--- config.mk ---
export PLATFORM = sky130hd
export DESIGN_NAME = fx_result_pipe
export DESIGN_NICKNAME = d
export VERILOG_FILES = /design/src/rtl/fx_result_pipe.sv
export SDC_FILE = /design/constraint.sdc
export NUM_CORES = 1
export LEC_CHECK = 0
export BUFFER_PORTS_ARGS = -buffer_cell sky130_fd_sc_hd__buf_4
export CAP_MARGIN = 0
export CORE_AREA = 2 2 268 270
export DETAILED_ROUTE_END_ITERATION = 6
export DIE_AREA = 0 0 270 272
export HOLD_SLACK_MARGIN = 0.03
export PLACE_DENSITY_LB_ADDON = 0.1
export RECOVER_POWER = 50
export SETUP_SLACK_MARGIN = 0.05
export SLEW_MARGIN = 20
export SYNTH_ARGS = -nofsm -noshare
export SYNTH_HDL_FRONTEND = slang
export SYNTH_SLANG_ARGS = --single-unit
--- constraint.sdc ---
create_clock -name clk -period 10.3 [get_ports clk]
set_input_delay 3.09 -clock clk [delete_from_list [all_inputs] [get_ports clk]]
set_output_delay 3.09 -clock clk [all_outputs]
set_load 0.01 [all_outputs]
--- src/rtl/fx_result_pipe.sv ---
// Result pipeline and forwarding network for the SPU-Lite simple-fixed unit.
// Carries writing results through LATENCY stages and exposes every stage to three operand lookups.
module fx_result_pipe #(
  parameter int REG_ADDR_WD = 7,
  parameter int REG_DATA_WD = 128,
  parameter int LATENCY     = 2
) (
  input  logic                   clk,
  input  logic                   rst,
  input  logic                   in_valid,
  input  logic                   in_reg_wr,
  input  logic [REG_ADDR_WD-1:0] in_RT_addr,
  input  logic [REG_DATA_WD-1:0] in_RT_data,
  input  logic                   flush,
  input  logic [REG_ADDR_WD-1:0] q_addr_RA,
  input  logic [REG_ADDR_WD-1:0] q_addr_RB,
  input  logic [REG_ADDR_WD-1:0] q_addr_RC,
  output logic                   q_hit_RA,
  output logic                   q_hit_RB,
  output logic                   q_hit_RC,
  output logic [REG_DATA_WD-1:0] q_data_RA,
  output logic [REG_DATA_WD-1:0] q_data_RB,
  output logic [REG_DATA_WD-1:0] q_data_RC,
  output logic                   wb_en,
  output logic [REG_ADDR_WD-1:0] wb_RT_addr,
  output logic [REG_DATA_WD-1:0] wb_RT_data,
  output logic                   busy
);

  // Index 0 is stage 1 (youngest), index LATENCY-1 is the writeback stage.
  logic                   v_q    [LATENCY];
  logic [REG_ADDR_WD-1:0] addr_q [LATENCY];
  logic [REG_DATA_WD-1:0] data_q [LATENCY];
  logic                   v_d    [LATENCY];
  logic [REG_ADDR_WD-1:0] addr_d [LATENCY];
  logic [REG_DATA_WD-1:0] data_d [LATENCY];

  always_comb begin
    v_d[0]    = in_valid & in_reg_wr & ~flush;
    addr_d[0] = in_RT_addr;
    data_d[0] = in_RT_data;
    for (int k = 1; k < LATENCY; k++) begin
      v_d[k]    = v_q[k-1] & ~flush;
      addr_d[k] = addr_q[k-1];
      data_d[k] = data_q[k-1];
    end
  end

  always_ff @(posedge clk) begin
    if (rst) begin
      for (int k = 0; k < LATENCY; k++) begin
        v_q[k]    <= 1'b0;
        addr_q[k] <= '0;
        data_q[k] <= '0;
      end
    end else begin
      for (int k = 0; k < LATENCY; k++) begin
        v_q[k]    <= v_d[k];
        addr_q[k] <= addr_d[k];
        data_q[k] <= data_d[k];
      end
    end
  end

  // ---- stage LATENCY boundary: writeback and forwarding ----
  assign wb_en      = v_q[LATENCY-1];
  assign wb_RT_addr = addr_q[LATENCY-1];
  assign wb_RT_data = data_q[LATENCY-1];

  logic [REG_ADDR_WD-1:0] qa  [3];
  logic                   hit [3];
  logic [REG_DATA_WD-1:0] fwd [3];
  logic                   busy_c;

  assign qa[0] = q_addr_RA;
  assign qa[1] = q_addr_RB;
  assign qa[2] = q_addr_RC;

  // Scan oldest to youngest so the youngest hitting stage overrides.
  always_comb begin
    for (int p = 0; p < 3; p++) begin
      hit[p] = 1'b0;
      fwd[p] = '0;
      for (int k = LATENCY-1; k >= 0; k--) begin
        if (v_q[k] && (addr_q[k] == qa[p])) begin
          hit[p] = 1'b1;
          fwd[p] = data_q[k];
        end
      end
    end
  end

  always_comb begin
    busy_c = 1'b0;
    for (int k = 0; k < LATENCY; k++) busy_c = busy_c | v_q[k];
  end

  assign busy      = busy_c;
  assign q_hit_RA  = hit[0];
  assign q_hit_RB  = hit[1];
  assign q_hit_RC  = hit[2];
  assign q_data_RA = fwd[0];
  assign q_data_RB = fwd[1];
  assign q_data_RC = fwd[2];

endmodule
==> flow_summary.json <==
{
  "hold_violations": 0,
  "fillers": 7670,
  "vias": 16600,
  "yosysTopAreaCellShare_pct": 36.98,
  "yosys_warnings": 0,
  "crit_fanout": 52,
  "crit_chain": "buf_4, xor2_1, nor4_4, buf_4, buf_4, nand3_1, o31ai_1, buf_4",
  "combinationalPowerShare_pct": 10.0,
  "ir_drop_mv": 0.08980,
  "pwr-share-clk_pct": 48.5,
  "grt_use_total_pct": 22.56,
  "cp_slowest_cell": "buf_4",
  "antenna_found_initial": 9,
  "tightest_slew_ns": 6.405,
  "cts_setup_buffers": 0,
  "fin_crit_sh_pct": 85.51,
  "crit_path_frequent_cell": "buf_4",
  "syn2layout_area_growth_pct": 45.23,
  "wirelength_um": 87820,
  "status": "complete, but fails checks",
  "place_congestion": 0.8416,
  "hp-class": "flop to flop",
  "min_period_ns": 8.807,
  "placed_cells": 3179,
  "ios": 685,
  "clk_root_buffer_cell": "clkbuf_16",
  "start_util_pct": 20.81,
  "power.internal_mw": 2.018,
  "setup_tns_ns": 0,
  "dieArea_sq_um": 73440,
  "synth_area_leaders": "dfxtp_1 37%, mux2_2 12%, nor2b_1 11%",
  "htreeDepth": 2,
  "crit_arrival_ns": 5.72,
  "rsz0062_at_grt": "false",
  "cts.sinks": 272,
  "stdcell_count": 3255,
  "synth_edf_count": 0,
  "maxSlewHeadroom_pct": -327.0,
  "timing.clock.skew_ns": 0.007147,
  "failed_checks": "capacitance limit, slew limit",
  "cts_buffers": 39,
  "drt_first_pass_iters": 5,
  "cp_slowest_stage_delay_ns": 0.71,
  "total_leakage_power_nw": 8.311,
  "criticalPathCategory": "input pin to output port",
  "ys_seq_area_share_pct": 36.98,
  "grt_max_degree": 130,
  "drc": 0,
  "clock_latency_ns": 0.55,
  "synth_cell_types": 29,
  "die_x_um": 270,
  "start_kind": "input pin",
  "yosys_register_bits": 272,
  "path_buf_inv": 4,
  "hpwl_um": 57840,
  "die_h_um": 272,
  "cts_tree": "yes",
  "power.share.switching_pct": 27.09,
  "setup_violations": 0,
  "drt_iter0_markers": 1233,
  "cts_buffer_depth": 3,
  "netSwitchingPower_mw": 0.7497,
  "postSynth.asyncResetShare_pct": 0,
  "portBuffers": 684,
  "avgSynthCellArea_sq_um": 8.580,
  "drtAntennaViolNets": 0,
  "power_frac_seq_pct": 41.5,
  "num-nets-final": 2431,
  "drv_cap": 1,
  "cp_top_family": "buffers and inverters",
  "syn-num-nets": 1877,
  "crit_path_end_kind": "output port",
  "synth_ff_type": "dfxtp_1",
  "yosys-top-cells-count": "272 x dfxtp_1, 270 x nor2b_1, 212 x nand3_1, 212 x o31ai_1, 172 x nor4_1",
  "worstPathRequired_ns": 7.21,
  "core_area_sq_um": 70750,
  "holdWs_ns": 0.4926,
  "grt_pass1_wl_um": 124500,
  "via_per_inst": 5.100,
  "first_global_vias": 16530,
  "synth_top_cell_by_area": "dfxtp_1",
  "grt_overflow": 0,
  "syn_inst": 1716,
  "drive_gt1_share_pct": 35.71,
  "clk_pin_slew_ns": 0.05,
  "cts_resized": 0,
  "num_rows": 98,
  "synthesis.area_sq_um": 14720,
  "slew_violations": 128,
  "hold_buffers": 0,
  "fmax_mhz": 113.5,
  "power.density_nw_per_um2": 129.4,
  "yosysMostFrequentCell": "dfxtp_1",
  "wl_per_cell_um": 26.98
}
final timing paths:
path                      start             end  slack [ns]  cells after the start
setup / recovery   q_addr_RC[3]   q_data_RC[85]        1.49                      8
hold / removal    data_q[0][87]  data_q[0][215]        0.49                      1
setup reg to reg   addr_q[0][3]   addr_q[0][10]        9.43                      1
hold reg to reg   data_q[0][87]  data_q[0][215]        0.49                      1
stage by stage:
| stage | power (mW) | util (%) | setup slack [ns] | cell area [sq um] |
|---|---|---|---|---|
| floorplan | 1.285 | - | 2.643 | 14720 |
| global placement | 1.462 | 29.11 | 1.211 | 20600 |
| detailed placement | 1.462 | 29.14 | 1.522 | 20620 |
| CTS | 2.826 | 30.93 | 1.517 | 21880 |
| global route | 2.867 | 30.22 | 0.8968 | 21380 |
| finish | 2.768 | 30.22 | 1.493 | 21380 |
power by group through the flow:
stage	logic (mW)	registers, mW	clock network (mW)
after detailed placement	0.292	1.17	0
after CTS	0.292	1.15	1.38
after floorplan	0.120	1.16	0
after global placement	0.292	1.17	0
final	0.277	1.15	1.34
after global routing	0.293	1.15	1.42
placed cells by master, fill, tap and decap left out, types with 31 or more instances in the layout:
cell | Yosys | final
buf_4 | 3 | 582
dfxtp_1 | 272 | 271
nor2b_1 | 270 | 270
nand3_1 | 212 | 212
o31ai_1 | 212 | 212
nor4_1 | 172 | 172
mux2_2 | 159 | 159
clkbuf_1 | 145 | 147
nand2_1 | 132 | 130
clkbuf_16 | 0 | 41
xnor2_1 | 31 | 31
per-layer routing:
layer / vias to the layer above / global-route usage [%] / part of all wire (%)
met4: 8 / 6.696 / 2.8
met3: 138 / 5.581 / 8.1
met5: - / 0 / 0.061
met1: 8202 / 27.71 / 40
met2: 913 / 38.89 / 49
li1: 7340 / - / -
layout make-up:
type	count	area (sq um)	share of cell area (%)
multi-input cells	1233	8467	39.59
repair buffers	723	4996	23.36
flip-flops and latches	272	5449	25.48
clock buffers	62	1195	5.588
clock inverters	8	70.07	0.3277
inverters	1	3.754	0.01755
well taps	950	1189	5.558
diodes	6	15.01	0.07021
logic make-up (layout without fill, tap and decap cells):
logic type	count (synthesis)	after routing	share of synthesized area (%)
AOI/OAI and AO/OA	215	215	10.94
xor gates and xnor gates	42	42	2.498
buffers and inverters	211	794	6.135
DFF	272	272	36.98
muxes	172	172	13.15
other	0	6	0
and+or+nand+nor	804	804	30.29
sequential cells by signal, indices dropped and copies added, names as in the netlist:
register and count:
data_q 256, addr_q 14, v_q 2
(Power assumes the default switching activity.)
